===== src/rtl/div_pkg.sv =====
// Shared definitions for the multicycle signed divider: FSM encoding,
// default operand width and iteration counter width.
package div_pkg;

   localparam int WIDTH_DEFAULT = 32;
   localparam int CNT_W         = $clog2(WIDTH_DEFAULT);

   typedef enum logic [1:0] {
      IDLE = 2'd0,
      RUN  = 2'd1,
      FIX  = 2'd2
   } state_t;

endpackage


===== src/rtl/div_step.sv =====
// One restoring-division iteration: shift {rem, quotient} left by one,
// trial-subtract the divisor magnitude and keep the result only if it fits.
module div_step #(
   parameter int WIDTH = 32
) (
   input  logic [WIDTH:0]   rem,
   input  logic [WIDTH-1:0] quotient,
   input  logic [WIDTH-1:0] divisor,
   output logic [WIDTH:0]   rem_next,
   output logic [WIDTH-1:0] quotient_next
);

   logic [WIDTH+1:0] shifted;
   logic [WIDTH:0]   diff;
   logic             fits;

   always_comb begin
      shifted = {rem, quotient[WIDTH-1]};
      fits    = (shifted >= {2'b00, divisor});
      diff    = shifted[WIDTH:0] - {1'b0, divisor};
      if (fits) begin
         rem_next      = diff;
         quotient_next = {quotient[WIDTH-2:0], 1'b1};
      end else begin
         rem_next      = shifted[WIDTH:0];
         quotient_next = {quotient[WIDTH-2:0], 1'b0};
      end
   end

endmodule


===== src/rtl/div_unit.sv =====
// Multicycle signed divider (MIPS DIV): hi = remainder, lo = quotient.
// Magnitudes are divided by restoring steps, signs are reapplied in FIX.
module div_unit
   import div_pkg::*;
#(
   parameter int WIDTH = WIDTH_DEFAULT
) (
   input  logic             clk,
   input  logic             reset,
   input  logic             start,
   input  logic [WIDTH-1:0] dividend,
   input  logic [WIDTH-1:0] divisor,
   output logic             busy,
   output logic             done,
   output logic             div_zero,
   output logic [WIDTH-1:0] hi,
   output logic [WIDTH-1:0] lo
);

   localparam logic [CNT_W-1:0] CNT_INIT = CNT_W'(WIDTH - 1);

   state_t           state, state_next;
   logic [WIDTH:0]   rem, rem_next;
   logic [WIDTH-1:0] quo, quo_next;
   logic [WIDTH-1:0] dvs, dvs_next;
   logic             sign_q, sign_q_next;
   logic             sign_r, sign_r_next;
   logic [CNT_W-1:0] cnt, cnt_next;
   logic             busy_next, done_next, div_zero_next;
   logic [WIDTH-1:0] hi_next, lo_next;
   logic [WIDTH:0]   step_rem;
   logic [WIDTH-1:0] step_quo;

   // Two's-complement magnitude; the most negative value maps onto itself,
   // which is exactly its unsigned magnitude.
   function automatic logic [WIDTH-1:0] abs_val(input logic [WIDTH-1:0] v);
      return v[WIDTH-1] ? -v : v;
   endfunction

   div_step #(.WIDTH(WIDTH)) u_step (
      .rem           (rem),
      .quotient      (quo),
      .divisor       (dvs),
      .rem_next      (step_rem),
      .quotient_next (step_quo)
   );

   always_ff @(posedge clk or negedge reset) begin
      if (!reset) begin
         state    <= IDLE;
         rem      <= '0;
         quo      <= '0;
         dvs      <= '0;
         sign_q   <= 1'b0;
         sign_r   <= 1'b0;
         cnt      <= '0;
         busy     <= 1'b0;
         done     <= 1'b0;
         div_zero <= 1'b0;
         hi       <= '0;
         lo       <= '0;
      end else begin
         state    <= state_next;
         rem      <= rem_next;
         quo      <= quo_next;
         dvs      <= dvs_next;
         sign_q   <= sign_q_next;
         sign_r   <= sign_r_next;
         cnt      <= cnt_next;
         busy     <= busy_next;
         done     <= done_next;
         div_zero <= div_zero_next;
         hi       <= hi_next;
         lo       <= lo_next;
      end
   end

   always_comb begin
      state_next    = state;
      rem_next      = rem;
      quo_next      = quo;
      dvs_next      = dvs;
      sign_q_next   = sign_q;
      sign_r_next   = sign_r;
      cnt_next      = cnt;
      hi_next       = hi;
      lo_next       = lo;
      done_next     = 1'b0;
      div_zero_next = 1'b0;
      case (state)
         IDLE: begin
            if (start) begin
               if (divisor == '0) begin
                  div_zero_next = 1'b1;
               end else begin
                  rem_next    = '0;
                  quo_next    = abs_val(dividend);
                  dvs_next    = abs_val(divisor);
                  sign_q_next = dividend[WIDTH-1] ^ divisor[WIDTH-1];
                  sign_r_next = dividend[WIDTH-1];
                  cnt_next    = CNT_INIT;
                  state_next  = RUN;
               end
            end
         end
         RUN: begin
            rem_next = step_rem;
            quo_next = step_quo;
            if (cnt == '0) state_next = FIX;
            else           cnt_next   = cnt - CNT_W'(1);
         end
         FIX: begin
            // Quotient truncates toward zero, remainder follows the dividend.
            lo_next    = sign_q ? -quo : quo;
            hi_next    = sign_r ? -rem[WIDTH-1:0] : rem[WIDTH-1:0];
            done_next  = 1'b1;
            state_next = IDLE;
         end
         default: state_next = IDLE;
      endcase
      busy_next = (state_next == RUN) || (state_next == FIX);
   end

endmodule


===== config.mk =====
export PLATFORM = sky130hd
export DESIGN_NAME = div_unit
export DESIGN_NICKNAME = d
export VERILOG_FILES = /design/src/rtl/div_pkg.sv /design/src/rtl/div_step.sv /design/src/rtl/div_unit.sv
export SDC_FILE = /design/constraint.sdc
export NUM_CORES = 1
export LEC_CHECK = 0
export ABC_CLOCK_PERIOD_IN_PS = 3800
export CAP_MARGIN = 25
export CELL_PAD_IN_SITES_DETAIL_PLACEMENT = 0
export CELL_PAD_IN_SITES_GLOBAL_PLACEMENT = 1
export CORE_MARGIN = 2
export CORE_UTILIZATION = 41
export DETAILED_ROUTE_END_ITERATION = 7
export PLACE_DENSITY = 0.74
export SKIP_CTS_REPAIR_TIMING = 1
export SKIP_LAST_GASP = 1
export SLEW_MARGIN = 30
export SYNTH_ARGS = -nofsm -noshare
export SYNTH_HDL_FRONTEND = slang
export SYNTH_HIERARCHICAL = 1
export SYNTH_SLANG_ARGS = --single-unit
export TNS_END_PERCENT = 5

===== constraint.sdc =====
create_clock -name clk -period 3.8 [get_ports clk]
set_input_delay 0.57 -clock clk [delete_from_list [all_inputs] [get_ports clk]]
set_output_delay 0.57 -clock clk [all_outputs]
set_load 0.01 [all_outputs]

==> summary.md, run 1 <==
| Metric | Value |
|---|---|
| Via/cell ratio | 5.43 |
| Max-cap violation count | 0 |
| Commonest non-fill, non-tap cell in the layout | nand2_1 |
| Final nets | 1501 |
| Top cell type's share of synthesized area | 36.6% |
| Initial antenna violation count | 0 |
| Site Rows | 62 |
| Final Non-Filler Cells | 1792 |
| Layout cells sized above 1 | 8.03% |
| Critical Path AT | 3.63 ns |
| DRT Pass-1 Iters | 5 |
| Filler instances | 2821 |
| Starting Density | 41.5% |
| Max Freq | 302 MHz |
| ANT cells | 0 |
| Final Setup Violations | 0 |
| Total GRT Usage | 20.5% |
| Distinct cells, synth | 84 |
| Max FO, Critical Path | 24 |
| Seq/Total Area, Yosys | 36.6% |
| Reg-to-reg slack, setup | 0.49 ns |
| Worst Path Required | 4.12 ns |
| Root Buffer | clkbuf_16 |
| Worst slew margin | 37.6% |
| Grt total ovfl | 0 |
| Average cell area after synthesis | 8.93 sq um |
| Reg-to-Reg Start | dvs[0] |
| Post-Syn Instances | 1325 |
| HP Class | primary input to async pin |
| Number of synthesized flops with an enable pin | 0 |
| Clock buffer count from CTS | 17 |
| Clock transition at the registers of the reported paths | 0.07 ns |
| Top cells by area, synth | dfrtp_1, xor2_1, o21ai_0 |
| Main synth FF type | dfrtp_1 |
| Full die area | 0.0302 sq mm |
| Crit path time final | 3.31 ns |
| Minimum hold slack | 0.0793 ns |
| Synth Register Bits | 173 |
| Die W | 174 microns |
| FF-to-FF path depth | 12 |
| Post-route ant nets | 0 |
| Setup TNS | 0 ns |
| IO Port Bufs | 133 |
| Clock sinks | 173 |
| Die height | 174 microns |
| CTS tree | built |
| CP Launch Type | flop |
| Initial DRC count | 626 |
| Wire per inst | 17.1 microns |
| Post-detail-place hpwl | 23100 microns |
| Part of the cycle the worst path needs | 87.0% |
| Skew-Pair Late Insertion Delay | 0.44 ns |
| Cell leakage power | 0.00597 uW |
| Worst-Margin Slew | 0.936 ns |
| Total Routed Length | 30600 microns |
| Asr flop ratio synth | 100% |
| DR vias | 9723 |
| Max-slew violations | 0 |
| Unrepaired setup endpoints after global routing | false |
| Number of synthesis warnings | 6 |
| Top cell type by total area after synthesis | dfrtp_1 |
| Commonest non-fill, non-tap cells in the layout | nand2_1, dfrtp_1, o21ai_0, clkdlybuf4s50_1, xor2_1 |
| Skew final | 0.0104 ns |
| CP Class | flop to flop |
| Global-route wire length before repair | 49900 microns |
| Peak supply drop | 506 uV |
| Pin count of the biggest net entering global routing | 102 |
| IO Pins | 134 |
| Placed Area | 0.0133 sq mm |
| Cell Area, Synth | 0.0118 sq mm |
| Cell area power density | 990 mW/mm^2 |
| P&R area growth vs syn | 17.3% |
| Crit path capture type | flop |
| Final Hold Fails | 0 |
| RePlAce Congestion | 0.847 |
| Core Area | 0.0285 sq mm |
| Vias in the first global route | 9237 |
| H-tree levels | 4 |
| Net Count, Synth | 1431 |
| Longest Clk Path Bufs | 2 |
| Final instance area | 0.0139 sq mm |
| Status | finished clean |
| Placed insts | 1760 |
| RR Endpoint | rem[4] |
| # DRC | 0 |
==> cells in the mapped netlist (9+ instances only) <==
master      n
a21o_1     18
a21oi_1    42
a221o_1    15
a22o_1     31
a22oi_1    12
buf_2      15
buf_4      33
clkbuf_1   51
dfrtp_1   173
ha_1       38
inv_1      55
mux2_4     17
nand2_1   179
nand3_1    27
nand4_1    13
nor2_1     54
nor3_1     17
nor4_1     10
o21ai_0   158
o31ai_1    43
o41ai_1    18
or2_2       9
or3_1      15
or4_1      19
xnor2_1    24
xor2_1    120
==> layer usage <==
| layer | vias to the layer above | routed length (microns) | global-route usage [%] |
|---|---|---|---|
| li1 | 4888 | - | - |
| met3 | 20 | 1420 | 3.52 |
| met1 | 4604 | 16500 | 32.5 |
| met4 | 0 | 301 | 4.45 |
| met2 | 211 | 12400 | 28.8 |
| met5 | - | 0 | 0 |
==> cell type report <==
cell class	count	area (sq um)	share of cell area, %
Clock buffer	18	429	3.09
Tap cell	384	480	3.46
Timing Repair Buffer	156	1540	11.1
Sequential cell	173	4330	31.2
Clock inverter	14	145	1.05
Multi-Input combinational cell	991	6740	48.5
Inverter	56	218	1.57
==> sequential cells by signal, summed over array words and instances (netlist names) <==
| signal | cells |
|---|---|
| rem | 33 |
| dvs | 32 |
| hi | 32 |
| lo | 32 |
| quo | 32 |
| cnt | 5 |
| state | 2 |
| busy | 1 |
| div_zero | 1 |
| done | 1 |
| sign_q | 1 |
| sign_r | 1 |
==> worst max-delay path, cell delays in order, from the launching register on <==
cell       delay, ns
dfrtp_1         0.44
ha_1            0.23
inv_1           0.07
fa_1            0.25
a21o_4          0.16
nand4_4         0.13
a2111oi_4       0.43
o2111ai_2       0.26
a211oi_4        0.34
nor2_4          0.08
inv_8           0.21
mux2_1          0.36
a22o_1          0.21
==> per-stage QoR <==
stage / utilization, % / setup slack, ns / power (uW)
after CTS: 48.6 / 0.493 / 13800
final: 48.6 / 0.493 / 13700
after global placement: 46.6 / 0.354 / 11900
after floorplan: - / 0.878 / 9870
after global routing: 48.6 / 0.341 / 14900
after detailed placement: 46.6 / 0.333 / 12000
==> how the worst max path moves through the flow <==
| stage | startpoint | to | depth (start not counted) |
|---|---|---|---|
| floorplan | quo[31] | rem[10] | 14 |
| global placement | dividend[10] | quo[29] | 7 |
| detailed placement | dividend[10] | quo[29] | 7 |
| CTS | dvs[0] | rem[4] | 12 |
| global route | dvs[0] | rem[4] | 12 |
| finish | dvs[0] | rem[4] | 12 |
==> logic make-up after synthesis <==
logic type	synth area share [%]
muxes	3.24
xor gates and xnor gates	10.7
DFF	36.6
and+or+nand+nor	15.6
AOI/OAI and AO/OA	23.1
buffers and inverters	6.67
adders and majority gates	4.19
==> power by group <==
part / switching (uW) / internal (uW)
Combinational: 4210 / 4110
Sequential: 988 / 2720
Clock: 854 / 877
Total: 6050 / 7700
Note: power is estimated with default switching activity, not from simulation.
==> inputs of run 2 (changes only) <==
ABC_CLOCK_PERIOD_IN_PS = default   (was 3800)
CELL_PAD_IN_SITES_DETAIL_PLACEMENT = 1   (was 0)
==> run 2 against run 1 <==
Against the previous run: global-route usage increased by 1.8 points; routed wire length up 9.1%; final area is 0.23% higher; final cell count stayed put; clock skew increased by 0.0034 ns; worst hold slack is essentially flat; flip-flop and latch count unchanged; combinational power is 2% higher; critical endpoint is now rem[6]; highest routed layer unchanged.
==> summary.md, run 2 (synthesized netlist as in run 1, its figures left out) <==
| Metric | Value |
|---|---|
| CP peak stage delay | 0.45 ns (was 0.44 ns) |
| Critical path depth in cells | 12 (unchanged) |
| Final Non-Filler Cells | 1792 (unchanged) |
| FF-to-FF path depth | 12 (unchanged) |
| Global-route wire length before repair | 54400 microns (was 49900 microns) |
| Commonest non-fill, non-tap cell in the layout | nand2_1 (unchanged) |
| Reg-to-reg slack, setup | 0.50 ns (was 0.49 ns) |
| Switching pwr | 6250 uW (was 6050 uW) |
| CP endpoint | rem[6] (was rem[4]) |
| Longest Clk Path Bufs | 2 (unchanged) |
| Critical Path AT | 3.63 ns (about the same) |
| Crit path cell chain | ha_1 -> inv_1 -> fa_1 -> a21o_4 -> nand4_4 -> a2111oi_4 -> o2111ai_2 -> a211oi_4 -> nor2_4 -> inv_8 -> mux2_1 -> a22o_1 (unchanged) |
| Peak supply drop | 513 uV (was 506 uV) |
| CTS tree | built (unchanged) |
| Max Freq | 303 MHz (was 302 MHz) |
| Reg-to-Reg Start | dvs[0] (unchanged) |
| HP Class | primary input to async pin (unchanged) |
| Full die area | 0.0302 sq mm (unchanged) |
| Max reg flops | 33 (unchanged) |
| CP bufs+invs | 2 (unchanged) |
| Final Hold Fails | 0 (unchanged) |
| Worst slew margin | 36.5% (was 37.6%) |
| IO Pins | 134 (unchanged) |
| DR vias | 9972 (was 9723) |
| Core Area | 0.0285 sq mm (unchanged) |
| Crit path time final | 3.30 ns (was 3.31 ns) |
| Final Setup Violations | 0 (unchanged) |
| P&R area growth vs syn | 17.6% (was 17.3%) |
| Status | finished clean (unchanged) |
| Placed insts | 1760 (unchanged) |
| Critical path origin | dvs[0] (unchanged) |
| Grt total ovfl | 0 (unchanged) |
| Final nets | 1501 (unchanged) |
| Total Routed Length | 33400 microns (was 30600 microns) |
| CP Launch Type | flop (unchanged) |
| ANT cells | 0 (unchanged) |
| Pin count of the biggest net entering global routing | 102 (unchanged) |
| Worst Path Required | 4.13 ns (was 4.12 ns) |
| Setup TNS | 0 ns (unchanged) |
| Seq pwr share | 26.6% (was 26.9%) |
| # DRC | 0 (unchanged) |
| Commonest non-fill, non-tap cells in the layout | nand2_1, dfrtp_1, o21ai_0, clkdlybuf4s50_1, xor2_1 (unchanged) |
| Die height | 174 microns (unchanged) |
| Max FO, Critical Path | 24 (unchanged) |
| Clock transition at the registers of the reported paths | 0.07 ns (about the same) |
| Unrepaired setup endpoints after global routing | false (unchanged) |
| Max-slew violations | 0 (unchanged) |
| Part of the cycle the worst path needs | 86.9% (was 87.0%) |
| Post-detail-place hpwl | 25100 microns (was 23100 microns) |
| DRT Pass-1 Iters | 4 (was 5) |
| Die W | 174 microns (unchanged) |
| Wire per inst | 18.6 microns (was 17.1 microns) |
| Most flops, register | rem (unchanged) |
| Root Buffer | clkbuf_16 (unchanged) |
| Cell leakage power | 0.00599 uW (was 0.00597 uW) |
| IO Port Bufs | 133 (unchanged) |
| Clock buffer count from CTS | 17 (unchanged) |
| Via/cell ratio | 5.56 (was 5.43) |
| Clock sinks | 173 (unchanged) |
| Int Pwr | 7790 uW (was 7700 uW) |
| Worst-Margin Slew | 0.953 ns (was 0.936 ns) |
| Skew final | 0.0138 ns (was 0.0104 ns) |
| Vias in the first global route | 9973 (was 9237) |
| Site Rows | 62 (unchanged) |
| Initial antenna violation count | 0 (unchanged) |
| Initial DRC count | 585 (was 626) |
| Post-route ant nets | 0 (unchanged) |
| RePlAce Congestion | 0.847 (unchanged) |
| Cell area power density | 1010 mW/mm^2 (was 990 mW/mm^2) |
| CP top delay family | compound AO/OA/AOI/OAI gates (unchanged) |
| Clock power share | 13.0% (was 12.6%) |
| Skew-Pair Late Insertion Delay | 0.45 ns (was 0.44 ns) |
| Max-cap violation count | 0 (unchanged) |
| H-tree levels | 4 (unchanged) |
| Crit path capture type | flop (unchanged) |
| RR Endpoint | rem[6] (was rem[4]) |
| Total GRT Usage | 22.3% (was 20.5%) |
| Slowest CP cell | dfrtp_1 (unchanged) |
| CP Class | flop to flop (unchanged) |
| Combinational power share | 60.5% (about the same) |
| Layout cells sized above 1 | 8.10% (was 8.03%) |
| Starting Density | 41.5% (unchanged) |
| Sw frac | 44.5% (was 44.0%) |
[run 2: cell types whose count changed in the layout (fill, tap and decap cells not counted), sizes merged]
cell	before	now
bufinv	0	1
clkinvlp	1	0
[run 2: worst min path at each step]
stage / to / start / cells after the start
detailed placement: hi[11] / hi[11] / 2
finish: dvs[7] / reset / 1
global placement: lo[21] / lo[21] / 2
floorplan: busy / reset / 0
global route: dvs[8] / reset / 1
CTS: dvs[7] / reset / 1
[run 2: area by class of cell]
class,count,area [sq um]
Timing Repair Buffer,156,1540
Inverter,56,218
Clock inverter,14,168
Multi-Input combinational cell,991,6740
Tap cell,384,480
Sequential cell,173,4330
Clock buffer,18,439
Fill cell,3325,14600
[run 2: per-layer routing]
layer,share of wire (%),vias up,wire length [microns],track usage [%]
met3,4.2,24,1390,3.19
met5,0,-,0,0
met1,52,4876,17300,33.9
met2,43,194,14400,33.3
li1,-,4878,-,-
met4,1.0,0,339,5.01
[run 2: power groups by stage]
stage / Clock [uW] / Combinational (uW) / Sequential (uW)
floorplan: 0 / 6370 / 3510
global placement: 0 / 8180 / 3700
detailed placement: 0 / 8410 / 3750
CTS: 1860 / 8480 / 3710
global route: 1930 / 9380 / 3870
finish: 1820 / 8490 / 3730
[run 2: worst register-to-register path: stages, from the launching register on]
cell and delay (ns):
dfrtp_1 0.45, ha_1 0.24, inv_1 0.07, fa_1 0.25, a21o_4 0.16, nand4_4 0.13, a2111oi_4 0.43, o2111ai_2 0.26
a211oi_4 0.34, nor2_4 0.08, inv_8 0.21, mux2_1 0.37, a22o_1 0.20
[run 2: per-stage QoR]
step	util (%)	instance area (sq um)	worst slack [ns]	power (uW)	hold WS, ns
global placement	46.6	13300	0.354	11900	0.461
CTS	48.7	13900	0.523	14100	0.0884
finish	48.8	13900	0.497	14000	0.0792
detailed placement	46.6	13300	0.298	12200	0.469
floorplan	-	11800	0.878	9870	0.274
global route	48.8	13900	0.371	15200	0.105
==> inputs of run 3 (changes only) <==
CORE_UTILIZATION = 44   (was 41)
PLACE_DENSITY = 0.78   (was 0.74)
==> run 3 against run 2 <==
Against the previous run: sequential power hardly changed; highest routed layer unchanged; total power is 1.6% higher; global-route usage is 2.2 points higher.
==> summary.md, run 3 (synthesized netlist as in run 1, its figures left out) <==
| Metric | Value |
|---|---|
| Peak supply drop | 371 uV (was 513 uV) |
| Worst slew margin | 38.2% (was 36.5%) |
| Final instance area | 0.0139 sq mm (about the same) |
| Post-route ant nets | 0 (unchanged) |
| Skew final | 0.0116 ns (was 0.0138 ns) |
| Max reg flops | 33 (unchanged) |
| Wire per inst | 19.6 microns (was 18.6 microns) |
| Commonest non-fill, non-tap cells in the layout | nand2_1, dfrtp_1, o21ai_0, clkdlybuf4s50_1, xor2_1 (unchanged) |
| Crit path time final | 3.37 ns (was 3.30 ns) |
| Via/cell ratio | 5.83 (was 5.56) |
| RePlAce Congestion | 0.897 (was 0.847) |
| ANT cells | 0 (unchanged) |
| IO Pins | 134 (unchanged) |
| Worst-Margin Slew | 0.927 ns (was 0.953 ns) |
| Skew-Pair Late Insertion Delay | 0.44 ns (was 0.45 ns) |
| Grt total ovfl | 0 (unchanged) |
| DRT Pass-1 Iters | 5 (was 4) |
| Setup TNS | 0 ns (unchanged) |
| Clock transition at the registers of the reported paths | 0.08 ns (was 0.07 ns) |
| Clock buffer count from CTS | 17 (unchanged) |
| Die W | 168 microns (was 174 microns) |
| FF-to-FF path depth | 10 (was 12) |
| Cell area power density | 1030 mW/mm^2 (was 1010 mW/mm^2) |
| CTS tree | built (unchanged) |
| Critical Path AT | 3.70 ns (was 3.63 ns) |
| RR Endpoint | rem[29] (was rem[6]) |
| Int Pwr | 7790 uW (about the same) |
| Seq pwr share | 26.2% (was 26.6%) |
| Reg-to-reg slack, setup | 0.43 ns (was 0.50 ns) |
| Unrepaired setup endpoints after global routing | false (unchanged) |
| Max-cap violation count | 0 (unchanged) |
| Part of the cycle the worst path needs | 88.7% (was 86.9%) |
| HP Class | primary input to async pin (unchanged) |
| Max FO, Critical Path | 7 (was 24) |
| Clock sinks | 173 (unchanged) |
| Total Routed Length | 34300 microns (was 33400 microns) |
| Worst Path Required | 4.13 ns (about the same) |
| Root Buffer | clkbuf_16 (unchanged) |
| Core Area | 0.0267 sq mm (was 0.0285 sq mm) |
| Layout cells sized above 1 | 8.30% (was 8.10%) |
| Total GRT Usage | 24.5% (was 22.3%) |
| Die height | 168 microns (was 174 microns) |
| Most flops, register | rem (unchanged) |
| Starting Density | 44.4% (was 41.5%) |
| DR vias | 10200 (was 9972) |
| # DRC | 0 (unchanged) |
| CP Launch Type | flop (unchanged) |
| IO Port Bufs | 133 (unchanged) |
| Max Freq | 297 MHz (was 303 MHz) |
| Status | finished clean (unchanged) |
| Commonest non-fill, non-tap cell in the layout | nand2_1 (unchanged) |
| Longest Clk Path Bufs | 2 (unchanged) |
| Final Hold Fails | 0 (unchanged) |
| Initial DRC count | 833 (was 585) |
| Full die area | 0.0282 sq mm (was 0.0302 sq mm) |
| P&R area growth vs syn | 17.5% (was 17.6%) |
| CP Class | flop to flop (unchanged) |
| Final Setup Violations | 0 (unchanged) |
| Switching pwr | 6470 uW (was 6250 uW) |
| Pin count of the biggest net entering global routing | 130 (was 102) |
| Global-route wire length before repair | 55500 microns (was 54400 microns) |
| Placed Area | 0.0133 sq mm (about the same) |
| Post-detail-place hpwl | 25400 microns (was 25100 microns) |
| Combinational power share | 61.0% (was 60.5%) |
| Reg-to-Reg Start | rem[2] (was dvs[0]) |
| Sw frac | 45.3% (was 44.5%) |
| Critical path origin | rem[2] (was dvs[0]) |
| Final nets | 1503 (was 1501) |
| Vias in the first global route | 10200 (was 9973) |
| Site Rows | 60 (was 62) |
| H-tree levels | 4 (unchanged) |
| Crit path capture type | flop (unchanged) |
| Filler instances | 3119 (was 3325) |
| Initial antenna violation count | 0 (unchanged) |
| Clock power share | 12.9% (was 13.0%) |
| Max-slew violations | 0 (unchanged) |
| Cell leakage power | 0.00599 uW (about the same) |
==> run 3: worst max-delay path by stage <==
stage	end	slack (ns)	depth (start not counted)
after floorplan	rem[10]	0.88	14
after global placement	quo[31]	0.43	6
after detailed placement	quo[31]	0.40	6
after CTS	rem[29]	0.53	10
after global routing	rem[5]	0.38	10
final	rem[29]	0.43	10
==> run 3: area by class of cell <==
type / count / area [sq um] / share of cell area (%)
clock buffer: 17 / 425 / 3.06
clock inverter: 15 / 199 / 1.43
inverter: 56 / 218 / 1.56
multi-input combinational: 991 / 6750 / 48.5
sequential: 173 / 4330 / 31.1
tap: 341 / 427 / 3.07
timing repair buffer: 158 / 1570 / 11.3
==> run 3: worst max-delay path, stage by stage, from the launching register on <==
cell	delay (ns)
dfrtp_1	0.48
ha_1	0.49
nand4_1	0.19
a21oi_1	0.16
buf_4	0.15
o2111ai_1	0.29
a2111oi_0	0.67
nor2_1	0.18
xnor2_1	0.17
mux2_4	0.26
a22o_1	0.21
==> run 3: metrics by stage <==
step / total power (uW) / std cells / hold WS (ns) / utilization, % / worst slack [ns]
2_1_floorplan: 9870 / 1325 / 0.274 / - / 0.878
3_3_place_gp: 11900 / 1719 / 0.460 / 49.8 / 0.428
4_1_cts: 14200 / 1751 / 0.210 / 52.2 / 0.527
6_report: 14300 / 1751 / 0.179 / 52.2 / 0.429
5_1_grt: 15300 / 1751 / 0.236 / 52.2 / 0.385
3_5_place_dp: 12200 / 1719 / 0.470 / 49.9 / 0.401
==> run 3: power by group through the flow <==
stage	Clock, uW	Sequential (uW)	Combinational, uW
2_1_floorplan	0	3510	6370
3_3_place_gp	0	3670	8240
3_5_place_dp	0	3730	8520
4_1_cts	1880	3710	8640
5_1_grt	1940	3860	9510
6_report	1840	3730	8690
==> run 3: metal layers <==
layer / vias to the layer above / share of wire [%] / track usage [%]
met5: - / 0 / 0
met4: 0 / 0.93 / 4.46
met3: 28 / 4.8 / 2.63
met2: 273 / 44 / 37.3
met1: 5018 / 50 / 37.9
li1: 4887 / - / -
